File: src/rtl/axi_lite_rr_arbiter.sv
// Round-robin arbiter that grants AXI-lite AR/AW valids from several crossbar masters.
// Defining AXI_LITE_RR_ARBITER_STATS_EN adds clr_i and saturating per-requester grant counters.
module axi_lite_rr_arbiter #(
  parameter int NUM_REQ   = 2,
  parameter int CNT_WIDTH = 16,
  localparam int SEL_W    = (NUM_REQ > 1) ? $clog2(NUM_REQ) : 1
) (
  input  logic               clk_i,
  input  logic               rst_ni,
  input  logic [NUM_REQ-1:0] req_i,
  output logic               out_req_o,
  output logic [SEL_W-1:0]   out_sel_o,
  input  logic               out_ack_i
`ifdef AXI_LITE_RR_ARBITER_STATS_EN
  ,
  input  logic                              clr_i,
  output logic [NUM_REQ-1:0][CNT_WIDTH-1:0] grant_cnt_o
`endif
);

  // state | meaning
  // IDLE  | no grant offered; arbitrate req_i starting at ptr_q
  // OFFER | grant sel_q held on out_req_o/out_sel_o until out_ack_i
  typedef enum logic {
    IDLE  = 1'b0,
    OFFER = 1'b1
  } state_e;

  localparam logic [SEL_W-1:0] LAST_IDX  = SEL_W'(NUM_REQ - 1);
  localparam logic [SEL_W:0]   NUM_REQ_W = (SEL_W + 1)'(NUM_REQ);

  state_e           state_q, state_d;
  logic [SEL_W-1:0] ptr_q, ptr_d;
  logic [SEL_W-1:0] sel_q, sel_d;
  logic [SEL_W-1:0] pick;
  logic             pick_vld;
  logic [SEL_W:0]   cand;

  // Descending scan so the smallest offset from ptr_q wins; cand is wrapped below NUM_REQ.
  always_comb begin
    pick     = '0;
    pick_vld = 1'b0;
    cand     = '0;
    for (int k = NUM_REQ - 1; k >= 0; k--) begin
      cand = {1'b0, ptr_q} + (SEL_W + 1)'(k);
      if (cand >= NUM_REQ_W) begin
        cand = cand - NUM_REQ_W;
      end
      if (req_i[cand[SEL_W-1:0]]) begin
        pick_vld = 1'b1;
        pick     = cand[SEL_W-1:0];
      end
    end
  end

  always_comb begin
    state_d = state_q;
    ptr_d   = ptr_q;
    sel_d   = sel_q;
    case (state_q)
      IDLE: begin
        if (pick_vld) begin
          sel_d   = pick;
          state_d = OFFER;
        end
      end
      OFFER: begin
        if (out_ack_i) begin
          ptr_d   = (sel_q == LAST_IDX) ? '0 : sel_q + SEL_W'(1);
          state_d = IDLE;
        end
      end
      default: state_d = IDLE;
    endcase
  end

  always_ff @(posedge clk_i or negedge rst_ni) begin
    if (!rst_ni) begin
      state_q <= IDLE;
      ptr_q   <= '0;
      sel_q   <= '0;
    end else begin
      state_q <= state_d;
      ptr_q   <= ptr_d;
      sel_q   <= sel_d;
    end
  end

  // Decoded straight from the state flop so reset drops the offer without waiting for a clock.
  assign out_req_o = (state_q == OFFER);
  assign out_sel_o = sel_q;

`ifdef AXI_LITE_RR_ARBITER_STATS_EN
  localparam logic [CNT_WIDTH-1:0] CNT_MAX = '1;

  logic [NUM_REQ-1:0][CNT_WIDTH-1:0] cnt_q;

  always_ff @(posedge clk_i or negedge rst_ni) begin
    if (!rst_ni) begin
      cnt_q <= '0;
    end else if (clr_i) begin
      cnt_q <= '0;
    end else if ((state_q == OFFER) && out_ack_i && (cnt_q[sel_q] != CNT_MAX)) begin
      cnt_q[sel_q] <= cnt_q[sel_q] + CNT_WIDTH'(1);
    end
  end

  assign grant_cnt_o = cnt_q;
`else
  logic unused_cnt_width;
  assign unused_cnt_width = (CNT_WIDTH > 0);
`endif

endmodule

File: config.mk
export PLATFORM = sky130hd
export DESIGN_NAME = axi_lite_rr_arbiter
export DESIGN_NICKNAME = d
export VERILOG_FILES = /design/src/rtl/axi_lite_rr_arbiter.sv
export SDC_FILE = /design/constraint.sdc
export NUM_CORES = 1
export LEC_CHECK = 0
export BUFFER_PORTS_ARGS = -buffer_cell sky130_fd_sc_hd__buf_2
export CAP_MARGIN = 20
export CORE_AREA = 2 2 39 41
export DETAILED_ROUTE_END_ITERATION = 10
export DIE_AREA = 0 0 41 43
export PLACE_DENSITY = 0.31
export SLEW_MARGIN = 20
export SYNTH_ARGS = -nofsm -noshare
export SYNTH_HDL_FRONTEND = slang
export SYNTH_SLANG_ARGS = --single-unit
File: constraint.sdc
create_clock -name clk_i -period 2.1 [get_ports clk_i]
set_input_delay 0.105 -clock clk_i [delete_from_list [all_inputs] [get_ports clk_i]]
set_output_delay 0.105 -clock clk_i [all_outputs]
set_load 0.02 [all_outputs]
==> flow_summary_export.csv, run 1 <==
group,metric,value,unit
setup_path,worstReg2RegEnd,"ptr_q$_DFFE_PN0P_",
final_layout,layout.core_utilization,16.0,%
timing,final.period_utilization,43.0,%
drt,wl_met2,104,µm
setup_path,timing.critical_path.to_type,"primary output",
logic_synthesis,synth_nets,16,
cts,root_driver,"sky130_fd_sc_hd__clkbuf_4",
final_layout,syn_to_final_growth,63.9,%
setup_path,worst-endpoint-required,2000,ps
floorplanning,initial_util,9.76,%
timing,setup_repair_after_global_routing_missed_its_margin,"false",
logic_synthesis,ys_seq_elements,3,
drt,via_count,116,
power_and_ir_drop,vdd.ir_drop.worst,0.189,mV
drt,drt-met1-wl,128,µm
setup_path,ff2ff_setup_slack,1280,ps
timing,setup_viol_count_final,0,
logic_synthesis,post_synth_inst_count,11,
floorplanning,fp.dieArea,1760,µm²
timing,timing.fmax,1110,MHz
cts,tritoncts_num_sinks,3,
grt,antenna_found_initial,0,
final_layout,final_layout_size_suffix_gt1_share,50.0,%
hold_path,worst_hold_path.num_cells,2,
logic_synthesis,ys_warn_count,0,
cts,clkLatencyLatePin,230,ps
cts,cts_setup_buffers,0,
place,io_buffer_count,6,
setup_path,timing.critical_path.slowest_cell_delay,400,ps
setup_path,cpMaxStageDelayCell,"sky130_fd_sc_hd__dfrtp_1",
hold_path,hold_path_startpoint,"req_i[0]",
grt,global_route.usage.total,4.83,%
setup_path,timing.critical_path.max_delay_family,"flip-flops",
power_and_ir_drop,power.total,0.238,mW
grt,grt_overflow_total,0,
floorplanning,row_count,14,
setup_path,setup.worst_path.class,"reg -> out",
drt,ant_nets,0,
drt,post-route-drc-count,0,
floorplanning,io_pins,7,
hold_path,hold-path-endpoint,"out_req_o$_DFF_PN0_",
final_layout,antenna_cells,0,
cts,cts.reportedPaths.clkPinSlew,30,ps
power_and_ir_drop,power_per_cell_area,1070,nW/µm²
hold_path,hold_path.class,"in -> reg",
logic_synthesis,netlist_area,135,µm²
setup_path,reg2reg_from,"out_req_o$_DFF_PN0_",
setup_path,r2r_cells,2,
timing,slew_violations,0,
logic_synthesis,synth_area_per_cell,12.3,µm²
place,routabilityCongestion,0.513,
drt,routedWlPerCell,7.66,µm
logic_synthesis,post_synth_num_cell_types,8,
setup_path,path_max_fanout,5,
floorplanning,die-width,41,µm
cts,cts_max_path_buffers,2,
grt,grt_pass1_vias,115,
timing,timing.hold.ws,125,ps
grt,wire_length_of_the_first_global_routing_pass,441,µm
drt,routed-wl-met3,58,µm
run,max_cap_viol_count,0,
timing,setup-tns-final,0,ps
drt,routed_wirelength,291,µm
drt,detail_route.vias_per_cell,3.05,
setup_path,worst-path-buf-inv,1,
run_status,run_status,"finished, final reports clean",
timing,layout_min_cycle_time,903,ps
setup_path,crit_arrival,800,ps
timing,timing.clock.skew,0.342,ps
setup_path,cp_cell_sequence,"buf_2",
cts,cts_max_level,1,
floorplanning,die_height,43,µm
cts,tritoncts.num_buffers,3,
drt,topRoutingLayerUsed,"met3",
logic_synthesis,synth-seq-area-share,55.6,%
setup_path,worstSetupStartpointType,"register",
drt,drt_pre_antenna_iters,2,
drt,detailedRoute.firstIterationViolations,4,
timing,max-slew-margin-rel,88.7,%
timing,max_slew.worst_pin.slew,165,ps
timing,finalHoldViolations,0,
power_and_ir_drop,total_leakage_power,0.108,nW
floorplanning,design.core.area,1380,µm²
cts,cts_tree,"built",
final_layout,finalNetCount,28,
grt,pin_count_of_the_biggest_net_entering_global_routing,6,
synth_stat cells:
cell	instances	area share (%)
sky130_fd_sc_hd__nor2b_1	1	4.6
sky130_fd_sc_hd__mux2i_1	1	7.4
sky130_fd_sc_hd__a2bb2oi_2	1	11
sky130_fd_sc_hd__o31a_2	1	7.4
sky130_fd_sc_hd__dfrtp_1	3	56
sky130_fd_sc_hd__and2b_1	1	5.6
sky130_fd_sc_hd__nand2_1	2	5.6
sky130_fd_sc_hd__inv_1	1	2.8
cells in the final DEF (no fill, tap or decap), drive strengths merged:
cell type    instances
buf                  6
and2b                1
dlygate4sd3          1
dfrtp                3
mux2i                1
nand2                2
nor2b                1
inv                  1
a2bb2oi              1
o31a                 1
clkbuf               4
repair_timing:
| item | in CTS | in global routing |
|---|---|---|
| hold buffers | 1 | 0 |
| hold endpoints to repair | 3 | 0 |
| gates resized for setup | 0 | 0 |
layout make-up:
class                      instances  area, µm²
clock buffer                       4       26.3
fill                             152       1160
inverter                           1       3.75
multi-input combinational          7       56.3
sequential                         3       75.1
tap                               16       20.0
timing repair buffer               7       40.0
worst max path at each step:
| stage | startpoint | endpoint | slack, ps | cells after the start |
|---|---|---|---|---|
| after floorplan | out_req_o$_DFF_PN0_ | out_req_o$_DFF_PN0_ | 1220 | 1 |
| after global placement | out_req_o$_DFF_PN0_ | out_req_o$_DFF_PN0_ | 1310 | 1 |
| after detailed placement | out_req_o$_DFF_PN0_ | out_req_o$_DFF_PN0_ | 1290 | 1 |
| after CTS | out_req_o$_DFF_PN0_ | out_req_o | 1180 | 1 |
| after global routing | out_req_o$_DFF_PN0_ | out_req_o | 1160 | 1 |
| final | out_req_o$_DFF_PN0_ | out_req_o | 1200 | 1 |
flip-flops by register name (all words and copies together), names as in the netlist:
signal and flops:
ptr_q 1, out_sel_o 1, out_req_o 1
power by group:
group	internal, mW	total (mW)	switching [mW]
clock network	0.0711	0.0992	0.0281
logic	0.0264	0.0545	0.0281
registers	0.0740	0.0840	0.0100
through the flow:
stage | cell area (µm²) | setup slack (ps) | instances
after detailed placement | 185 | 1290 | 33
after CTS | 221 | 1180 | 38
after global placement | 185 | 1310 | 33
final | 221 | 1200 | 38
after global routing | 221 | 1160 | 38
after floorplan | 135 | 1220 | 11
metal layers:
layer  vias up  GRT usage [%]
met2         7           4.06
met5         -              0
met4         0           8.00
li1         60              -
met3         0           4.71
met1        49           4.55
cells by family (layout without fill, tap and decap cells):
family	Yosys count	count (layout)	synth area share, %
flip-flops	3	3	55.6
buffers and inverters	1	12	2.78
multiplexers	1	1	7.41
AO/OA/AOI/OAI	2	2	18.5
AND/OR/NAND/NOR	4	4	15.7
No activity file was read; power rests on OpenSTA's default activity.
==> run 2: changes to the inputs <==
PLACE_DENSITY = 0.32   (was 0.31)
clock period = 0.8 ns   (was 2.1 ns; I/O delays follow)
==> run 2 against run 1 <==
  * The flow now finishes with violations (negative setup slack)
  * Flip-flop and latch count did not move
  * Sequential share of layout area fell by 2.5 points
  * Largest power group unchanged
  * Largest cell class unchanged
  * Setup slack got worse by 1200 ps
  * Register-to-register slack got worse by 1300 ps
  * Clock-buffer cell count did not move
  * Combinational power rose to 3.4 times the previous value
==> flow_summary_export.csv, run 2 (synthesis gave the netlist of run 1 again) <==
group,metric,value,unit
final_layout,finalNetCount,29,
drt,ant_nets,0,
timing,max_slew.worst_pin.slew,133,ps
timing,setup_viol_count_final,3,
setup_path,cpMaxStageDelayCell,"sky130_fd_sc_hd__dfrtp_2",
setup_path,setup.worst_path.class,"reg -> out",
timing,timing.fmax,1200,MHz
timing,setup_repair_after_global_routing_missed_its_margin,"true",
final_layout,final_layout_size_suffix_gt1_share,56.5,%
final_layout,final_cell_mix,"sky130_fd_sc_hd__buf_2, sky130_fd_sc_hd__clkbuf_4, sky130_fd_sc_hd__nand2_1, sky130_fd_sc_hd__dfrtp_1, sky130_fd_sc_hd__buf_6",
drt,drt_pre_antenna_iters,1,
cts,cts_max_path_buffers,2,
grt,pin_count_of_the_biggest_net_entering_global_routing,6,
setup_path,r2r_cells,1,
power_and_ir_drop,clkPwrFrac,39.7,%
setup_path,ff2ff_setup_slack,-30,ps
cts,clkLatencyLatePin,230,ps
setup_path,reg2reg_from,"out_req_o$_DFF_PN0_",
final_layout,layout_commonest_cell,"sky130_fd_sc_hd__buf_2",
cts,tritoncts.num_buffers,3,
final_layout,layout.core_utilization,17.5,%
power_and_ir_drop,power_per_cell_area,2810,nW/µm²
power_and_ir_drop,netSwitchingPower,0.189,mW
place,routabilityCongestion,0.568,
timing,layout_min_cycle_time,837,ps
floorplanning,initial_util,9.76,%
setup_path,timing.critical_path.to_type,"primary output",
final_layout,antenna_cells,0,
timing,final.period_utilization,105,%
drt,routed_wirelength,297,µm
timing,slew_violations,0,
setup_path,worstSetupStartpointType,"register",
timing,max-slew-margin-rel,90.9,%
setup_path,crit_arrival,800,ps
power_and_ir_drop,vdd.ir_drop.worst,0.906,mV
power_and_ir_drop,swShare,27.7,%
floorplanning,design.core.area,1380,µm²
setup_path,path_max_fanout,5,
final_layout,nFillCells,154,
cts,cts_max_level,1,
power_and_ir_drop,total_leakage_power,0.117,nW
power_and_ir_drop,logic_gate_share_of_total_power,27.5,%
place,io_buffer_count,6,
setup_path,worst-path-buf-inv,1,
power_and_ir_drop,internal_power,0.493,mW
grt,grt_pass1_vias,102,
floorplanning,io_pins,7,
drt,detailedRoute.firstIterationViolations,0,
setup_path,timing.critical_path.slowest_cell_delay,420,ps
grt,antenna_found_initial,0,
grt,wire_length_of_the_first_global_routing_pass,414,µm
hold_path,hold_path.class,"in -> reg",
cts,cts.reportedPaths.clkPinSlew,40,ps
run_status,failed_checks,"negative setup slack",
setup_path,cp.depth,1,
run_status,run_status,"finished, violations left",
floorplanning,fp.dieArea,1760,µm²
timing,timing.hold.ws,55.0,ps
floorplanning,die-width,41,µm
setup_path,worstReg2RegEnd,"out_req_o$_DFF_PN0_",
place,place_worst_setup_slack,-16.0,ps
setup_path,timing.critical_path.max_delay_family,"flip-flops",
cts,cts_tree,"built",
setup_path,cp_cell_sequence,"buf_6",
floorplanning,row_count,14,
final_layout,syn_to_final_growth,79.6,%
grt,global_route.usage.total,4.32,%
drt,post-route-drc-count,0,
timing,finalHoldViolations,0,
power_and_ir_drop,register_share_of_total_power,32.8,%
floorplanning,die_height,43,µm
timing,worst_setup_slack_after_layout,-36.7,ps
setup_path,worst-endpoint-required,760,ps
drt,routedWlPerCell,7.62,µm
setup_path,critPathLaunch,"out_req_o$_DFF_PN0_",
timing,timing.clock.skew,3.90,ps
cts,root_driver,"sky130_fd_sc_hd__clkbuf_4",
grt,grt_overflow_total,0,
cts,tritoncts_num_sinks,3,
drt,via_count,118,
setup_path,worstSetupEndpoint,"out_req_o",
run,max_cap_viol_count,0,
drt,detail_route.vias_per_cell,3.03,
## run 2: changes by cell type in the layout (fill, tap and decap cells not counted)
cell,before,now
sky130_fd_sc_hd__buf_6,0,2
sky130_fd_sc_hd__buf_4,0,1
sky130_fd_sc_hd__dfrtp_2,0,1
sky130_fd_sc_hd__dfrtp_1,3,2
sky130_fd_sc_hd__buf_2,6,4
## run 2: power groups by stage
| stage | sequential, mW | clock (mW) | combinational, mW |
|---|---|---|---|
| final | 0.224 | 0.270 | 0.188 |
| after global routing | 0.227 | 0.297 | 0.204 |
| after CTS | 0.224 | 0.282 | 0.192 |
| after detailed placement | 0.229 | 0 | 0.136 |
| after global placement | 0.228 | 0 | 0.134 |
| after floorplan | 0.249 | 0 | 0.0654 |
## run 2: cell type report
type	instances	area, µm²	area share, %
clock buffer	4	26.3	10.8
timing repair buffer	8	60.1	24.7
inverter	1	3.75	1.55
sequential	3	76.3	31.4
tap	16	20.0	8.25
multi-input combinational	7	56.3	23.2
## run 2: repair_timing
item | in CTS | in global routing
hold buffers | 1 | 0
setup endpoints to repair | 4 | 5
endpoints found under the hold margin | 3 | 0
pin swaps | 0 | 0
cloned | 0 | 0
setup buffers | 1 | 0
resized for setup | 4 | 0
## run 2: per-stage QoR
stage          instance area (µm²)  cells  total power [mW]  TNS (ps)
6_report                       243     39             0.682     -71.2
5_1_grt                        243     39             0.728      -193
2_1_floorplan                  136     11             0.314     -73.9
3_3_place_gp                   186     33             0.362     -1.92
4_1_cts                        243     39             0.699      -101
3_5_place_dp                   186     33             0.365     -18.9
## run 2: layer usage
metal,global-route usage (%),up-vias,share of wire (%)
met1,4.52,50,51
li1,-,60,-
met2,3.44,8,34
met3,7.85,0,15
met4,2.00,0,0
met5,0,-,0
## run 2: worst min-delay path by stage
stage                           to  slack, ps  depth (start not counted)      from
3_3_place_gp     ptr_q$_DFFE_PN0P_       -160                          1    rst_ni
3_5_place_dp     ptr_q$_DFFE_PN0P_       -160                          1    rst_ni
5_1_grt        out_req_o$_DFF_PN0_         50                          2  req_i[0]
6_report       out_req_o$_DFF_PN0_         60                          2  req_i[0]
2_1_floorplan  out_req_o$_DFF_PN0_       -260                          0    rst_ni
4_1_cts        out_req_o$_DFF_PN0_         50                          2  req_i[0]
